## src/rtl/uart_pkg.sv

```systemverilog
// -----------------------------------------------------------------------------
// uart_pkg
// Shared definitions for the UART transmit arbiter slice.
//   - state encodings for the arbiter FSM (IDLE / SEND / WAIT_ACCEPT)
//   - default terminator byte appended after each record
//   - largest record size the arbiter is meant to carry
//   - helper to size the per-record byte counter
// -----------------------------------------------------------------------------
package uart_pkg;

  // Raw state encodings, kept as plain constants so other blocks (debug
  // taps, status registers) can decode the arbiter state without the enum.
  localparam logic [1:0] IDLE        = 2'd0;
  localparam logic [1:0] SEND        = 2'd1;
  localparam logic [1:0] WAIT_ACCEPT = 2'd2;

  typedef enum logic [1:0] {
    ST_IDLE        = IDLE,
    ST_SEND        = SEND,
    ST_WAIT_ACCEPT = WAIT_ACCEPT
  } arb_state_t;

  // Newline: lets a terminal or line-oriented host split records.
  localparam logic [7:0] TERM_BYTE_DEF = 8'h0A;

  // Records are 1..REC_BYTES_MAX bytes long.
  localparam int REC_BYTES_MAX = 8;

  // Byte counter must be able to hold REC_BYTES itself (count after the
  // final data byte), hence the +1.
  function automatic int cnt_width(input int rec_bytes);
    return (rec_bytes < 1) ? 1 : $clog2(rec_bytes + 1);
  endfunction

endpackage

```

## src/rtl/uart_tx_arbiter_rr_arb2.sv

```systemverilog
// -----------------------------------------------------------------------------
// rr_arb2
// Combinational two-input round-robin pick.
//   i_valid0, i_valid1 : request lines from source 0 / source 1
//   i_last_grant       : index of the source granted most recently
//   o_grant_valid      : at least one source is requesting
//   o_grant_idx        : index of the source to grant (meaningful only
//                        when o_grant_valid is high)
// When both sources request, the one that was NOT granted last wins.
// -----------------------------------------------------------------------------
module rr_arb2 (
  input  logic i_valid0,
  input  logic i_valid1,
  input  logic i_last_grant,
  output logic o_grant_valid,
  output logic o_grant_idx
);

  logic w_both;

  assign w_both        = i_valid0 & i_valid1;
  assign o_grant_valid = i_valid0 | i_valid1;
  // Single requester: its own index (i_valid1 alone -> 1, i_valid0 alone -> 0).
  assign o_grant_idx   = w_both ? ~i_last_grant : i_valid1;

endmodule

```

## src/rtl/uart_tx_arbiter.sv

```systemverilog
// -----------------------------------------------------------------------------
// uart_tx_arbiter
// Shares one uart_tx serializer between two record sources. Records are
// granted round-robin, latched whole, and sent MSB byte first through the
// uart_tx ready / read_clock_enable handshake, optionally followed by a
// terminator byte.
//
// Parameters
//   REC_BYTES : bytes per record (1..REC_BYTES_MAX)
//   ADD_TERM  : 1 = append TERM_BYTE after each record
//   TERM_BYTE : terminator value
//
// Ports
//   clock, reset         : system clock, synchronous active-high reset
//   req0_data/valid/ack  : source 0 record, request, one-cycle latch ack
//   req1_data/valid/ack  : source 1 record, request, one-cycle latch ack
//   tx_data, tx_write    : byte and one-cycle strobe towards uart_tx
//   tx_ready             : uart_tx idle; its fall confirms a byte was taken
//   busy                 : record latched and not yet fully accepted
//   owner                : source of the current or last record
// -----------------------------------------------------------------------------
module uart_tx_arbiter
  import uart_pkg::*;
#(
  parameter int         REC_BYTES = 4,
  parameter bit         ADD_TERM  = 1'b1,
  parameter logic [7:0] TERM_BYTE = TERM_BYTE_DEF
) (
  input  logic                   clock,
  input  logic                   reset,
  input  logic [8*REC_BYTES-1:0] req0_data,
  input  logic                   req0_valid,
  output logic                   req0_ack,
  input  logic [8*REC_BYTES-1:0] req1_data,
  input  logic                   req1_valid,
  output logic                   req1_ack,
  output logic [7:0]             tx_data,
  output logic                   tx_write,
  input  logic                   tx_ready,
  output logic                   busy,
  output logic                   owner
);

  localparam int REC_W = 8 * REC_BYTES;
  localparam int CNT_W = cnt_width(REC_BYTES);

  arb_state_t         r_state;
  logic [REC_W-1:0]   r_shift;
  logic [CNT_W-1:0]   r_byte_cnt;
  logic               r_term;
  logic               r_last_grant;
  logic               r_owner;
  logic               r_busy;
  logic               r_ack0;
  logic               r_ack1;
  logic [7:0]         r_tx_data;
  logic               r_tx_write;

  logic               w_grant_valid;
  logic               w_grant_idx;
  logic [7:0]         w_cur_byte;
  logic [CNT_W-1:0]   w_cnt_inc;
  logic               w_more_data;

  rr_arb2 u_rr_arb2 (
    .i_valid0      (req0_valid),
    .i_valid1      (req1_valid),
    .i_last_grant  (r_last_grant),
    .o_grant_valid (w_grant_valid),
    .o_grant_idx   (w_grant_idx)
  );

  // During the terminator phase the shift register is exhausted, so the
  // byte source switches to the constant.
  assign w_cur_byte = r_term ? TERM_BYTE : r_shift[REC_W-1 -: 8];

  // Counter only advances on data bytes and never exceeds REC_BYTES, so the
  // increment always fits in CNT_W bits.
  assign w_cnt_inc   = r_byte_cnt + 1'b1;
  assign w_more_data = (w_cnt_inc < CNT_W'(REC_BYTES));

  always_ff @(posedge clock) begin
    if (reset) begin
      r_state      <= ST_IDLE;
      r_shift      <= '0;
      r_byte_cnt   <= '0;
      r_term       <= 1'b0;
      r_last_grant <= 1'b1;  // source 0 wins the first tie
      r_owner      <= 1'b0;
      r_busy       <= 1'b0;
      r_ack0       <= 1'b0;
      r_ack1       <= 1'b0;
      r_tx_data    <= 8'h00;
      r_tx_write   <= 1'b0;
    end else begin
      // Pulses: high for a single cycle unless re-armed below.
      r_ack0     <= 1'b0;
      r_ack1     <= 1'b0;
      r_tx_write <= 1'b0;

      case (r_state)
        ST_IDLE: begin
          if (w_grant_valid) begin
            r_shift      <= w_grant_idx ? req1_data : req0_data;
            r_byte_cnt   <= '0;
            r_term       <= 1'b0;
            r_last_grant <= w_grant_idx;
            r_owner      <= w_grant_idx;
            r_busy       <= 1'b1;
            r_ack0       <= ~w_grant_idx;
            r_ack1       <= w_grant_idx;
            r_state      <= ST_SEND;
          end
        end

        ST_SEND: begin
          if (tx_ready) begin
            r_tx_data  <= w_cur_byte;
            r_tx_write <= 1'b1;
            r_state    <= ST_WAIT_ACCEPT;
          end
        end

        ST_WAIT_ACCEPT: begin
          // uart_tx drops ready once it has taken the byte; a ready that
          // stays high keeps us here with no second strobe.
          if (!tx_ready) begin
            if (r_term) begin
              r_term  <= 1'b0;
              r_busy  <= 1'b0;
              r_state <= ST_IDLE;
            end else begin
              r_shift    <= r_shift << 8;
              r_byte_cnt <= w_cnt_inc;
              if (w_more_data) begin
                r_state <= ST_SEND;
              end else if (ADD_TERM) begin
                r_term  <= 1'b1;
                r_state <= ST_SEND;
              end else begin
                r_busy  <= 1'b0;
                r_state <= ST_IDLE;
              end
            end
          end
        end

        default: begin
          r_state <= ST_IDLE;
        end
      endcase
    end
  end

  assign req0_ack = r_ack0;
  assign req1_ack = r_ack1;
  assign tx_data  = r_tx_data;
  assign tx_write = r_tx_write;
  assign busy     = r_busy;
  assign owner    = r_owner;

endmodule

```

## config.mk

```make
export PLATFORM = sky130hd
export DESIGN_NAME = uart_tx_arbiter
export DESIGN_NICKNAME = d
export VERILOG_FILES = /design/src/rtl/uart_pkg.sv /design/src/rtl/uart_tx_arbiter_rr_arb2.sv /design/src/rtl/uart_tx_arbiter.sv
export SDC_FILE = /design/constraint.sdc
export NUM_CORES = 1
export LEC_CHECK = 0
export ABC_AREA = 1
export BUFFER_PORTS_ARGS = -buffer_cell sky130_fd_sc_hd__buf_2
export CORE_ASPECT_RATIO = 0.75
export CORE_MARGIN = 5
export CORE_UTILIZATION = 45
export DETAILED_ROUTE_END_ITERATION = 12
export GPL_ROUTABILITY_DRIVEN = 0
export GPL_TIMING_DRIVEN = 0
export PLACE_DENSITY = 0.7
export SLEW_MARGIN = 25
export SYNTH_ARGS = -nofsm -noshare
export SYNTH_HDL_FRONTEND = slang
export SYNTH_SLANG_ARGS = --single-unit
```

## constraint.sdc

```tcl
create_clock -name clock -period 1.7 [get_ports clock]
set_clock_uncertainty 0.05 [all_clocks]
set_input_delay 0.17 -clock clock [delete_from_list [all_inputs] [get_ports clock]]
set_output_delay 0.17 -clock clock [all_outputs]
set_load 0.005 [all_outputs]
```

# == Yosys cells after proc, flatten, opt, wreduce, memory -nomap -nowiden ==
# Cells that the tools add are included.
# word_totals
elab_cells,63
regBits,52
input_bits,69
output_inout_bits,13
# op_classes
n_bitwise,7
n_mux,26
reduce_logical,10
order_cmp,1
add_sub_neg,1
n_eq_ne,7
# op_table
cell,count
32-bit two-way mux,4
32-bit one-hot mux with 2 select lines,1
1-bit two-way mux,10
3-bit two-way mux,3
8-bit two-way mux,1
2-bit != test (second input constant),4
4-bit AND reduction,2
2-bit two-way mux,3
2-bit one-hot mux with 3 select lines,1
3-bit one-hot mux with 2 select lines,1
3-bit AND reduction,2
1-bit inverter,5
1-bit one-hot mux with 2 select lines,2
2-bit AND reduction,2
3-bit by 1-bit adder with 3-bit output (second input constant),1
3-bit less-than comparator (second input constant),1
3-bit OR reduction,1
2-bit by 1-bit == test with 1-bit output (second input constant),1
2-bit == test (second input constant),1
2-bit zero test,1
2-bit by 1-bit != test with 1-bit output (second input constant),1
2-bit nonzero test,1
2-bit OR reduction,1
1-bit AND,1
1-bit bitwise OR,1

# == Longest topological paths before layout ==
# logic_depth
depth_word,6
depth_mapped,9
depth_no_buf,7

# == By module ==
# From an unflattened synthesis, not the netlist that was laid out.
# hier_totals
cells_unflattened,443
area_unflattened_um2,2732.6
# modules_own_cells
module,area_each_um2,cells_each,instances,seq_area_each_um2
uart_tx_arbiter,2717.6,440,1,1041.0
rr_arb2,15.0,3,1,0.0

# == Worst setup path after synthesis ==
# Ideal clock, no wire load.
# synth_timing
kind,register to register
startpoint,reg r_state[1]
endpoint,reg r_shift[17]
period_less_slack_ps,1304
setup_ps,112
t_arrival_ps,1142
stages_incl_launch_ff,9
t_required_ps,1538
path_slack_ps,396
path_buffers,2
path_cell_list,dfxtp_1 buf_6 nor2_4 nand2_1 nand2_2 buf_2 nand3_1 nor2_1 nor2_1
# synth_between
elab_chain_len,3
word_cells_on_any_way,8
cone_classes,eq/ne (4); mux (1); reduce/logical (3)
# synth_rtl
element,line_no,text
from (decl),uart_tx_arbiter.sv:47,arb_state_t r_state;
from (signal assigned),uart_tx_arbiter.sv:84,r_state <= ST_IDLE;
from (signal assigned),uart_tx_arbiter.sv:112,r_state <= ST_SEND;
from (signal assigned),uart_tx_arbiter.sv:120,r_state <= ST_WAIT_ACCEPT;
2-bit == test / 2-bit zero test (equally long branches),uart_tx_arbiter.sv:101,case (r_state)
2-bit != test (no line) (tied with other cells),-,
4-bit AND reduction (no line),-,
to (signal assigned),uart_tx_arbiter.sv:104,r_shift <= w_grant_idx ? req1_data : req0_data;
to (signal assigned),uart_tx_arbiter.sv:133,r_shift <= r_shift << 8;
to (decl),uart_tx_arbiter.sv:48,logic [REC_W-1:0] r_shift;
# Parallel ways exist; a longest one is shown, timed or not.
# A chain may end at the register's enable or synchronous reset.

# == Worst setup path in the final report ==
# layout_timing
startpoint,reg r_state[0]
endpoint,reg r_shift[28]
# The elaborated chain is that of the path after synthesis.

==> flow_summary.ini <==
[outcome]
status = completed

[grt]
gr-total-overflow = 0
combined_global_route_utilization_of_all_metal_layers_pct = 19.1
first_global_vias = 3030
antenna_violations_before_repair = 0
global_route_wire_length_before_repair_mm = 13.7
largest_net_degree_at_the_start_of_global_routing = 15

[sta]
fmax_ghz = 0.642
slew_violations = 0
layout_worst_path_cycle_share_pct = 91.6
setup_viol = 0
timing_hold_violations_final = 0
grt_setup_unrepaired = no
slew_headroom_pct = 63.9
worst_pin_slew_ps = 541
tns_ps = 0
fin_worst_hold_slack_ps = 125
timing.final.crit_period_ps = 1560

[detailed_routing]
ant_nets = 0
wire_per_inst_um = 10.9
detailed_route_wire_length_mm = 7.95
residual_drc = 0
dr_total_vias = 3296
drt-vias-per-instance = 4.53
drtPass1Iterations = 4
initialDrtViolationCount = 134

[hold_path]
holdPathEnd = tx_data[3]
min-delay-start = reset
hold_path_class = input pin to register
count_of_cells_along_the_worst_hold_path = 2

[power]
pwr-share-clk_pct = 24.4
internal_power_consumption_mw = 2.01
switching_power_of_the_nets_mw = 0.978
static_leakage_nw = 2.26
irDropWorstVdd_uv = 354
power_density_nw_per_um2 = 792
share_comb_of_total_power_pct = 28.3
switching_share_pct = 32.8
share_seq_of_total_power_pct = 47.3

[floorplan]
die-area_sq_um = 8840
die_width_um = 107
design.core.area_sq_um = 6830
initial_core_util_pct = 46.4
standard_cell_row_count = 26
design.portCount = 82
die_height_um = 82.7

[yosys]
largest_family_of_logic_cells_by_synthesized_area = simple AND/OR/NAND/NOR gates
synth-compound-area-share_pct = 3.24
cell_area_after_technology_mapping_sq_um = 3170
postSynthNetCount = 626
synth_seq_area_share_pct = 32.8
muxShareOfSynthArea_pct = 0
syn-instance-count = 556
syn_warnings = 0
syn-mean-instance-area_sq_um = 5.70
synth_simple_gate_area_share_pct = 44.8
synth_xor_xnor_area_share_pct = 0.276
ys_seq_elements = 52
synth_fa_ha_area_share_pct = 0.395
synthDistinctLibCells = 22

[cts]
worstSkewPairLatency_ps = 300
tritoncts.num_buffers = 5
clock_tree.htree_level_count = 2
clock_tree.buffer_depth = 2
tritoncts = yes
cts.root.buffer_cell = sky130_fd_sc_hd__clkbuf_8
cts.sink_count = 52
worst_path_clk_slew_ps = 90

[worst_setup_path]
start_kind = register
arrival_ps = 1710
reg2reg_setup_slack_ps = 140
timing.critical_path.fanout_max = 10
worst_ep_required_time_ps = 1860
r2r_end = r_shift[28]
timing.setup.critical_path_class = register to register
r2r_cells = 8
critical_path.reg2reg.startpoint = r_state[0]
end_kind = register

[final_layout]
n_antenna_cell = 0
final_nets = 712
drive_above_1_share_pct = 18.0
layout.cells.most_common_list = sky130_fd_sc_hd__nand2_1, sky130_fd_sc_hd__inv_1, sky130_fd_sc_hd__buf_2
area.growth.synth_to_final_pct = 18.8
layout_commonest_cell = sky130_fd_sc_hd__nand2_1

[place]
buffer_ports.inserted = 79
dp_hpwl_mm = 6.21

[flow_run]
cap_violations = 0
[metrics by stage]
step | instance area [sq um] | utilization [%] | total power, mW | cells | setup slack (ps)
after CTS | 3760 | 55.1 | 3.01 | 727 | 98.1
after detailed placement | 3670 | 53.7 | 2.28 | 719 | 111
after global routing | 3770 | 55.1 | 3.22 | 727 | 0.834
after floorplan | 3170 | - | 2.03 | 556 | 396
final | 3770 | 55.1 | 2.99 | 727 | 143
after global placement | 3670 | 53.7 | 2.27 | 719 | 127
[synthesized netlist by cell type (all sizes together)]
cell / n / area (sq um)
inv: 105 / 394
a21oi: 10 / 50.1
o211ai: 3 / 22.5
xor2: 1 / 8.76
o21ai: 6 / 30.0
dfxtp: 52 / 1040
nor2: 88 / 350
nand4: 1 / 6.26
clkinv: 9 / 33.8
clkbuf: 10 / 37.5
nand2: 174 / 668
buf: 18 / 120
ha: 1 / 12.5
nand3: 78 / 395
[cells by family after synthesis]
kind of cell               count (synthesis)
and+or+nand+nor                          341
buffers and inverters                    142
DFF                                       52
AOI/OAI and AO/OA                         19
xor gates and xnor gates                   1
adders and majority gates                  1
[power groups by stage]
stage | clock network [mW] | logic [mW] | registers (mW)
after floorplan | 0 | 0.601 | 1.43
after global placement | 0 | 0.829 | 1.44
final | 0.729 | 0.844 | 1.41
after global routing | 0.797 | 0.994 | 1.43
after CTS | 0.747 | 0.846 | 1.41
after detailed placement | 0 | 0.843 | 1.44
[layer usage]
metal | GRT usage [%] | wire length (um)
met1 | 26.2 | 3960
met2 | 31.8 | 3510
met3 | 4.04 | 451
met4 | 2.81 | 25
met5 | 0 | 0
[final cells by class]
type / count / area (sq um)
buffer: 28 / 161
clock buffer: 8 / 90.1
fill: 746 / 3060
inverter: 114 / 428
multi-input combinational: 362 / 1550
sequential: 52 / 1040
tap: 84 / 105
timing repair buffer: 79 / 395
[worst max-delay path: stages (launching register included)]
cell	delay, ps
sky130_fd_sc_hd__dfxtp_1	420
sky130_fd_sc_hd__inv_2	110
sky130_fd_sc_hd__nand2_4	150
sky130_fd_sc_hd__inv_2	70
sky130_fd_sc_hd__nand2_2	120
sky130_fd_sc_hd__buf_2	240
sky130_fd_sc_hd__nand3_1	150
sky130_fd_sc_hd__nor2_1	110
sky130_fd_sc_hd__nor2_1	40
[worst max path at each step]
| stage | start | end | slack [ps] | cells after the start |
|---|---|---|---|---|
| after global placement | r_last_grant | r_shift[25] | 130 | 8 |
| after floorplan | r_state[1] | r_shift[17] | 400 | 8 |
| after global routing | r_last_grant | r_shift[21] | 0.8 | 7 |
| after detailed placement | r_last_grant | r_shift[25] | 110 | 8 |
| after CTS | r_last_grant | r_shift[25] | 100 | 8 |
| final | r_state[0] | r_shift[28] | 140 | 8 |
[what timing repair did]
item / in CTS / in global routing
hold buffers: 0 / 0
setup buffers: 0 / 0
gates resized for setup: 0 / 4
endpoints found under the setup margin: 0 / 12
endpoints found under the hold margin: 0 / 0
[sequential cells by signal, summed over array words and instances, names as in the netlist]
register      count
r_shift          32
r_byte_cnt        3
r_state           2
owner             1
r_term            1
req1_ack          1
tx_write          1
tx_data           8
busy              1
r_last_grant      1
req0_ack          1
No activity file was read; power rests on OpenSTA's default activity.
